<file path="config.mk">
export PLATFORM = sky130hd
export DESIGN_NAME = fdd_track_loader
export DESIGN_NICKNAME = d
export VERILOG_FILES = /design/src/rtl/fdd_track_loader.sv
export SDC_FILE = /design/constraint.sdc
export NUM_CORES = 1
export LEC_CHECK = 0
export BUFFER_PORTS_ARGS = -buffer_cell sky130_fd_sc_hd__buf_2
export CAP_MARGIN = 30
export CORE_UTILIZATION = 52
export CTS_CLUSTER_DIAMETER = 50
export DETAILED_ROUTE_END_ITERATION = 10
export GPL_TIMING_DRIVEN = 0
export PLACE_DENSITY_LB_ADDON = 0.2
export SKIP_CTS_REPAIR_TIMING = 1
export SLEW_MARGIN = 20
export SYNTH_ARGS = -nofsm -noshare
export SYNTH_HDL_FRONTEND = slang
export SYNTH_SLANG_ARGS = --single-unit
</file>
<file path="constraint.sdc">
create_clock -name clk_sys -period 3.76 [get_ports clk_sys]
set_clock_uncertainty 0.15 [all_clocks]
set_input_delay 0.188 -clock clk_sys [delete_from_list [all_inputs] [get_ports clk_sys]]
set_output_delay 0.188 -clock clk_sys [all_outputs]
set_load 0.02 [all_outputs]
</file>
<file path="src/rtl/fdd_track_loader.sv">
// Multi-drive floppy track cache: moves whole tracks between per-drive track buffers and SD sectors.
// Build option FDD_WRITEBACK_EN adds write-back of a dirty resident track before a new one is loaded.
module fdd_track_loader #(
    parameter int NUM_DRIVES     = 2,
    parameter int SECS_PER_TRACK = 13,
    parameter int TRACK_W        = 6
) (
    input  logic                               clk_sys,
    input  logic                               reset,
    input  logic [NUM_DRIVES*TRACK_W-1:0]      track,
    input  logic [NUM_DRIVES-1:0]              img_mounted,
    input  logic [NUM_DRIVES-1:0]              img_size_nz,
    input  logic [NUM_DRIVES-1:0]              track_dirty,
    output logic [NUM_DRIVES*32-1:0]           sd_lba,
    output logic [NUM_DRIVES-1:0]              sd_rd,
    output logic [NUM_DRIVES-1:0]              sd_wr,
    input  logic [NUM_DRIVES-1:0]              sd_ack,
    output logic [$clog2(NUM_DRIVES):0]        buf_drive,
    output logic [$clog2(SECS_PER_TRACK)-1:0]  buf_sec,
    output logic                               cpu_wait,
    output logic                               busy
);
    localparam int DRV_W = $clog2(NUM_DRIVES) + 1;
    localparam int SEC_W = $clog2(SECS_PER_TRACK);
    localparam logic [SEC_W-1:0] LAST_SEC = SEC_W'(SECS_PER_TRACK - 1);

    localparam logic [2:0] S_IDLE    = 3'd0;
    localparam logic [2:0] S_RD_REQ  = 3'd1;
    localparam logic [2:0] S_RD_XFER = 3'd2;
`ifdef FDD_WRITEBACK_EN
    localparam logic [2:0] S_WB_REQ  = 3'd3;
    localparam logic [2:0] S_WB_XFER = 3'd4;
`endif

    logic [2:0]              state_q, state_d;
    logic [NUM_DRIVES-1:0]   present_q, present_d, loaded_q, loaded_d, remount_q, remount_d;
    logic [TRACK_W-1:0]      cur_track_q [NUM_DRIVES];
    logic [TRACK_W-1:0]      cur_track_d [NUM_DRIVES];
    logic [31:0]             lba_q [NUM_DRIVES];
    logic [31:0]             lba_d [NUM_DRIVES];
    logic [TRACK_W-1:0]      new_q, new_d;
    logic [NUM_DRIVES-1:0]   act_q, act_d;
    logic [DRV_W-1:0]        drv_q, drv_d;
    logic [SEC_W-1:0]        sec_q, sec_d;
    logic [NUM_DRIVES-1:0]   rd_q, rd_d, ack_q;
`ifdef FDD_WRITEBACK_EN
    logic [NUM_DRIVES-1:0]   dirty_q, dirty_d, wr_q, wr_d;
    logic [TRACK_W-1:0]      sel_cur;
`else
    logic                    unused_dirty;
    assign unused_dirty = ^track_dirty;
`endif

    logic                    found, lba_set, ack_rise, ack_fall;
    logic [NUM_DRIVES-1:0]   sel_oh, lba_oh;
    logic [TRACK_W-1:0]      sel_trk;
    logic [DRV_W-1:0]        sel_drv;
    logic [31:0]             lba_val, lba_cur;

    function automatic logic [31:0] lba_of(input logic [TRACK_W-1:0] t);
        return 32'(SECS_PER_TRACK) * 32'(t);
    endfunction

    always_comb begin
        state_d     = state_q;
        present_d   = present_q;
        loaded_d    = loaded_q;
        remount_d   = remount_q;
        cur_track_d = cur_track_q;
        lba_d       = lba_q;
        new_d       = new_q;
        act_d       = act_q;
        drv_d       = drv_q;
        sec_d       = sec_q;
        rd_d        = rd_q;
`ifdef FDD_WRITEBACK_EN
        dirty_d     = dirty_q;
        wr_d        = wr_q;
        sel_cur     = '0;
`endif
        found   = 1'b0;
        sel_oh  = '0;
        sel_trk = '0;
        sel_drv = '0;
        lba_cur = '0;
        // Descending scan so the lowest-index triggered drive is the one left selected.
        for (int d = NUM_DRIVES - 1; d >= 0; d--) begin
            if (act_q[d]) lba_cur = lba_q[d];
            if (present_q[d] && (remount_q[d] || !loaded_q[d] ||
                                 track[d*TRACK_W +: TRACK_W] != cur_track_q[d])) begin
                found   = 1'b1;
                sel_oh  = '0;
                sel_oh[d] = 1'b1;
                sel_trk = track[d*TRACK_W +: TRACK_W];
                sel_drv = DRV_W'(d);
`ifdef FDD_WRITEBACK_EN
                sel_cur = cur_track_q[d];
`endif
            end
        end

        ack_rise = |(sd_ack & ~ack_q & act_q);
        ack_fall = |(~sd_ack & ack_q & act_q);
        lba_set  = 1'b0;
        lba_val  = '0;
        lba_oh   = act_q;

        case (state_q)
            S_IDLE: if (found) begin
                act_d     = sel_oh;
                drv_d     = sel_drv;
                sec_d     = '0;
                new_d     = sel_trk;
                remount_d = remount_q & ~sel_oh;
                lba_oh    = sel_oh;
                lba_set   = 1'b1;
`ifdef FDD_WRITEBACK_EN
                if (|(sel_oh & dirty_q & loaded_q & ~remount_q)) begin
                    state_d = S_WB_REQ;
                    wr_d    = sel_oh;
                    lba_val = lba_of(sel_cur);
                end else begin
                    state_d = S_RD_REQ;
                    rd_d    = sel_oh;
                    lba_val = lba_of(sel_trk);
                end
`else
                state_d = S_RD_REQ;
                rd_d    = sel_oh;
                lba_val = lba_of(sel_trk);
`endif
            end
`ifdef FDD_WRITEBACK_EN
            S_WB_REQ: if (ack_rise) begin
                wr_d    = '0;
                state_d = S_WB_XFER;
            end
            S_WB_XFER: if (ack_fall) begin
                lba_set = 1'b1;
                if (sec_q == LAST_SEC) begin
                    sec_d   = '0;
                    lba_val = lba_of(new_q);
                    rd_d    = act_q;
                    state_d = S_RD_REQ;
                end else begin
                    sec_d   = sec_q + 1'b1;
                    lba_val = lba_cur + 32'd1;
                    wr_d    = act_q;
                    state_d = S_WB_REQ;
                end
            end
`endif
            S_RD_REQ: if (ack_rise) begin
                rd_d    = '0;
                state_d = S_RD_XFER;
            end
            S_RD_XFER: if (ack_fall) begin
                if (sec_q == LAST_SEC) begin
                    state_d  = S_IDLE;
                    loaded_d = loaded_q | act_q;
`ifdef FDD_WRITEBACK_EN
                    dirty_d  = dirty_q & ~act_q;
`endif
                    for (int d = 0; d < NUM_DRIVES; d++)
                        if (act_q[d]) cur_track_d[d] = new_q;
                end else begin
                    sec_d   = sec_q + 1'b1;
                    lba_set = 1'b1;
                    lba_val = lba_cur + 32'd1;
                    rd_d    = act_q;
                    state_d = S_RD_REQ;
                end
            end
            default: state_d = S_IDLE;
        endcase

        // Host events are applied last so a mount always wins over the FSM's own updates.
        for (int d = 0; d < NUM_DRIVES; d++) begin
            if (lba_set && lba_oh[d]) lba_d[d] = lba_val;
`ifdef FDD_WRITEBACK_EN
            if (track_dirty[d] && !(state_q != S_IDLE && act_q[d])) dirty_d[d] = 1'b1;
`endif
            if (img_mounted[d]) begin
                present_d[d] = img_size_nz[d];
                remount_d[d] = 1'b1;
`ifdef FDD_WRITEBACK_EN
                dirty_d[d]   = 1'b0;
`endif
            end
        end
    end

    always_ff @(posedge clk_sys or posedge reset) begin
        if (reset) begin
            state_q   <= S_IDLE;
            present_q <= '0;
            loaded_q  <= '0;
            remount_q <= '0;
            new_q     <= '0;
            act_q     <= '0;
            drv_q     <= '0;
            sec_q     <= '0;
            rd_q      <= '0;
            ack_q     <= '0;
`ifdef FDD_WRITEBACK_EN
            dirty_q   <= '0;
            wr_q      <= '0;
`endif
            for (int d = 0; d < NUM_DRIVES; d++) begin
                cur_track_q[d] <= '0;
                lba_q[d]       <= '0;
            end
        end else begin
            state_q     <= state_d;
            present_q   <= present_d;
            loaded_q    <= loaded_d;
            remount_q   <= remount_d;
            cur_track_q <= cur_track_d;
            lba_q       <= lba_d;
            new_q       <= new_d;
            act_q       <= act_d;
            drv_q       <= drv_d;
            sec_q       <= sec_d;
            rd_q        <= rd_d;
            ack_q       <= sd_ack;
`ifdef FDD_WRITEBACK_EN
            dirty_q     <= dirty_d;
            wr_q        <= wr_d;
`endif
        end
    end

    for (genvar g = 0; g < NUM_DRIVES; g++) begin : g_lba
        assign sd_lba[g*32 +: 32] = lba_q[g];
    end

    assign sd_rd     = rd_q;
`ifdef FDD_WRITEBACK_EN
    assign sd_wr     = wr_q;
`else
    assign sd_wr     = '0;
`endif
    assign buf_drive = drv_q;
    assign buf_sec   = sec_q;
    assign busy      = (state_q != S_IDLE);
    assign cpu_wait  = busy;

endmodule

</file>
# Word level (Yosys, flattened, before mapping)
# Index checks and enable logic that the tools add are counted.
# op_classes
addsub,2
n_mul,1
div_mod_pow,0
magnitude_cmp,0
eq_ne,9
n_shift,0
muxes,38
bitwise,9
reduce_logical,29
# ops
op,n
$mux W32,4
$pmux W32 S2,1
$add A32 B1 Y32 const B,1
$mux W2,11
$mux W4,3
$mux W6,2
$ne A6 B6 Y1,2
$reduce_and A4 Y1,3
$and A2 B2 Y2,5
$mul A4 B6 Y10 const A,1
$mux W10,1
$reduce_bool A2 Y1,5
$mux W1,9
$mux W3,3
$pmux W3 S3,1
$ne A2 B2 Y1 const B,4
$pmux W4 S2,1
$not A2 Y2,3
$pmux W2 S3,1
$reduce_and A2 Y1,3
$reduce_and A3 Y1,2
$reduce_bool A3 Y1,2
$reduce_and A5 Y1,1
$add A4 B1 Y4 const B,1
10 further kinds,18
# word_totals
ff_bits,103
latch_bits,0
mem_bits_rw,0
romBits,0
out_inout_bits,76
memories,0

# Longest topological paths before layout
# depth
word_depth,11
depth_mapped,17

# Worst setup path before layout
# OpenSTA, ideal clock, no wires.
# synth_path
path_type,register -> register
start,register cur_track_q[9] (netlist name)
end,"register lba_q, in the netlist sd_lba[40]"
setup_ns,0.133
arrival_ns,3.750
required_time_ns,3.477
slack_ns,-0.273
stages_incl_launch_ff,18
path_buffers,2
period_less_slack_ns,4.033
path_cell_list,dfrtp_1 xnor2_1 nand3_1 o41a_1 clkbuf_1 buf_1 a22o_1 ha_1 inv_1 fa_1 inv_1 ha_1 a211oi_1 o21bai_1 a21oi_1 xnor2_1 a22oi_1 o21ai_0
# synth_between
elab_chain_len,7
# synth_rtl
item,line,text
from (decl),37,logic [TRACK_W-1:0] cur_track_q [NUM_DRIVES];
from (signal assigned),218,cur_track_q <= cur_track_d;
$ne A6 B6 Y1,90,track[d*TRACK_W +: TRACK_W] != cur_track_q[d])) begin
$logic_or A1 B1 Y1,89,if (present_q[d] && (remount_q[d] || !loaded_q[d] ||
$logic_and A1 B1 Y1,89,
$mux W6,89,
via sel_trk[1],56,logic [TRACK_W-1:0] sel_trk;
$mul A4 B6 Y10,61,return 32'(SECS_PER_TRACK) * 32'(t);
$mux W10,109,S_IDLE: if (found) begin
$pmux W32 S2,108,case (state_q)
to (signal assigned),219,lba_q <= lba_d;
to (decl),39,logic [31:0] lba_q [NUM_DRIVES];
# The timed path passes the listed nets, and every way through them passes these cells.
# A chain may end at the register's enable or synchronous reset.

# Worst setup path in the final report
# Ends and elaborated chain as after synthesis.

==> impl_metrics.tcl <==
set metrics [dict create \
    status "finished, violations left" \
    failed_checks "negative setup slack" \
    grt_pass1_vias 5522 \
    max_clock_freq_mhz 246 \
    post_drt_wl_per_cell_um 19.5 \
    fin_crit_ps 4070 \
    pwr-share-seq_pct 32.9 \
    cp_data_required_time_ps 3830 \
    grt_start_max_net_pins 81 \
    seqCellArea_um2 2530 \
    async_flop_share_pct 100 \
    grt.overflow.total 0 \
    arrival_ps 4140 \
    rsz0062_at_grt "yes" \
    antenna_cells 0 \
    synth.distinct_cells 58 \
    routed_wl_mm 17.9 \
    io_pins 98 \
    fp.dieH_um 109 \
    dpl_cell_area_um2 6720 \
    yosys_warnings 0 \
    die_w_um 109 \
    ys.flop_type "dfrtp_1" \
    cts-htree-levels 3 \
    synth_area_um2 5980 \
    drtAntennaViolNets 0 \
    n_fill_cell 925 \
    cts_tree "built" \
    yosysSeqAreaShare_pct 42.2 \
    synth_top_area_share_pct 42.2 \
    p_per_area_nw_per_um2 604 \
    yosysMostFrequentCell "nand2_1" \
    gp_congestion 0.942 \
    max-slew-margin-rel_pct 36.8 \
    final_nets 823 \
    cts_sinks 101 \
    multi_input_area_um2 3400 \
    vdd_drop_max_mv 0.339 \
    drt_iter0_drc 587 \
    critPathMaxFanout 8 \
    cts-root-buf "clkbuf_16" \
    endpoint_kind "flop" \
    synth_edf_count 0 \
    dp_hpwl_mm 12.7 \
    rows 38 \
    clkPwrFrac_pct 22.0 \
    synth_commonest_cells "nand2_1 (107), dfrtp_1 (101), o21ai_0 (64)" \
    drtPass1Iterations 5 \
    crit_type "reg2reg" \
    hold_slack_ps 56.2 \
    worst_pin_slew_ps 941 \
    clk_path_buf_depth 2 \
    power.internal_uw 2510 \
    finalHoldViolCount 0 \
    combinationalPowerShare_pct 45.1 \
    sw_frac_of_total_pct 43.4 \
    synth-seq-cells 101 \
    fin_area_um2 7360 \
    drive_above_1_share_pct 26.0 \
    p_sw_uw 1930 \
    path_clk_slew_ps 70 \
    num_vias 5700 \
    syn_to_final_growth_pct 23.0 \
    yosys.area.top_type "dfrtp_1" \
    synthTopCellsByArea "dfrtp_1 (42%), nand2_1 (6.7%), o21ai_0 (5.4%), mux2_2 (4.7%), ha_1 (4.4%)" \
    numCtsBuffers 9 \
    drc 0 \
    min_period_over_period_pct 108 \
    core_um2 11000 \
    clock_latency_ps 360 \
    setup_viol 10 \
    port_buffers 92 \
    worst_setup_path_start_kind "flop" \
    syn_inst 653 \
    drv_cap 0 \
    antenna_found_initial 0 \
    die_area_um2 11900 \
    grt_pass1_wl_mm 28.1 \
    fin_ws_ps -306 \
    initial_core_util_pct 54.3 \
    hp-class "in2reg" \
    post_drt_via_cell_ratio 6.18 \
    power.leakage_uw 0.00328 \
    grt_usage_pct 31.2 \
    syn_area_per_cell_um2 9.16 \
    slew_viol_final 0 \
]
-- power by group through the flow --
stage	clock [µW]	combinational [µW]	sequential, µW
after floorplan	0	1110	1550
final	978	2000	1460
after global placement	0	1770	1460
after global routing	1020	2150	1480
after CTS	983	1830	1450
after detailed placement	0	1820	1470
-- cell families after synthesis --
group                    after synthesis  share of synthesized area [%]
AO/OA/AOI/OAI                        166                           17.8
XOR/XNOR                              42                           6.15
adder cells (fa/ha/maj)               24                           5.39
buffers and inverters                 61                           4.24
flip-flops                           101                           42.2
multiplexers                          26                           4.87
other                                  1                         0.0627
AND/OR/NAND/NOR                      232                           19.3
-- flip-flops by register name (all words and copies together) (netlist names) --
| signal | flops |
|---|---|
| act_q | 2 |
| sd_lba | 64 |
| new_q | 6 |
| cur_track_q | 12 |
| remount_q | 2 |
| ack_q | 2 |
| buf_drive | 1 |
| present_q | 2 |
| state_q | 2 |
| loaded_q | 2 |
| buf_sec | 4 |
| sd_rd | 2 |
-- cell type report --
type	instances	share of cell area, %
plain buffers	41	3.16
well taps	140	2.38
clock buffers	10	3.25
multi-input cells	493	46.1
flip-flops and latches	101	34.3
repair buffers	111	8.70
clock inverters	6	0.969
inverters	20	1.09
-- final timing paths --
| check | startpoint | depth (start not counted) | to | slack (ps) |
|---|---|---|---|---|
| max | cur_track_q[9]$_DFFE_PP0P_ | 17 | sd_lba[40]$_DFFE_PP0P_ | -310 |
| min | track[6] | 3 | new_q[0]$_DFFE_PP0P_ | 60 |
| max reg2reg | cur_track_q[9]$_DFFE_PP0P_ | 17 | sd_lba[40]$_DFFE_PP0P_ | -310 |
| min reg2reg | loaded_q[1]$_DFFE_PP0P_ | 1 | loaded_q[1]$_DFFE_PP0P_ | 310 |
| max in group asynchronous | reset | 4 | sd_lba[62]$_DFFE_PP0P_ | 2610 |
| min in group asynchronous | reset | 3 | buf_sec[2]$_DFFE_PP0P_ | 160 |
-- placed cells by master, fill, tap and decap left out, types with 3 or more instances in the layout --
master         count
a22o_4             3
inv_1             16
clkbuf_1          18
o21ai_1           10
clkbuf_16          9
a21o_1             6
nand4b_1          11
buf_2             95
clkbuf_2           3
inv_2              3
mux2_2            23
o32a_1             3
dfrtp_1          101
nor3_1            10
ha_4               6
ha_1              15
nor2_1            27
o31ai_1            9
xor2_1            23
clkbuf_4           7
nor2b_1            3
nand3b_1          11
xnor2_1           19
conb_1             3
nand4_1            6
nand2_1          107
nand3_1           29
dlygate4sd3_1      7
a21oi_1           19
o21ai_0           59
and2_1             7
or3_1              3
a222oi_1           4
buf_4             17
a22oi_1           18
-- critical path, stage by stage (launching register included) --
cell	delay (ps)
dfrtp_1	390
xnor2_1	150
nand3_1	110
o41a_1	510
buf_8	180
buf_8	140
a22o_4	270
ha_4	270
inv_2	30
fa_1	550
inv_2	60
ha_4	220
a211oi_2	190
o21bai_1	80
a21oi_1	200
xnor2_1	100
a22oi_1	230
o21ai_1	90
-- metrics by stage --
step                      TNS, ps  utilization (%)  std cells  setup slack [ps]  total power (µW)
after global routing        -3890             66.8        922              -511              4650
after floorplan                 0                -        655              5.16              2650
after CTS                  -18610             63.7        904              -824              4260
final                       -2240             66.8        922              -306              4440
after detailed placement   -17190             60.9        888              -778              3290
after global placement     -43160             60.6        887              -707              3220
-- metal layers --
| metal | track usage (%) | up-vias | part of all wire, % |
|---|---|---|---|
| li1 | - | 2593 | - |
| met1 | 40.5 | 2739 | 41 |
| met2 | 51.5 | 316 | 48 |
| met3 | 4.48 | 52 | 7.5 |
| met4 | 14.4 | 0 | 3.2 |
| met5 | 0 | - | 0 |
(Power assumes the default switching activity.)
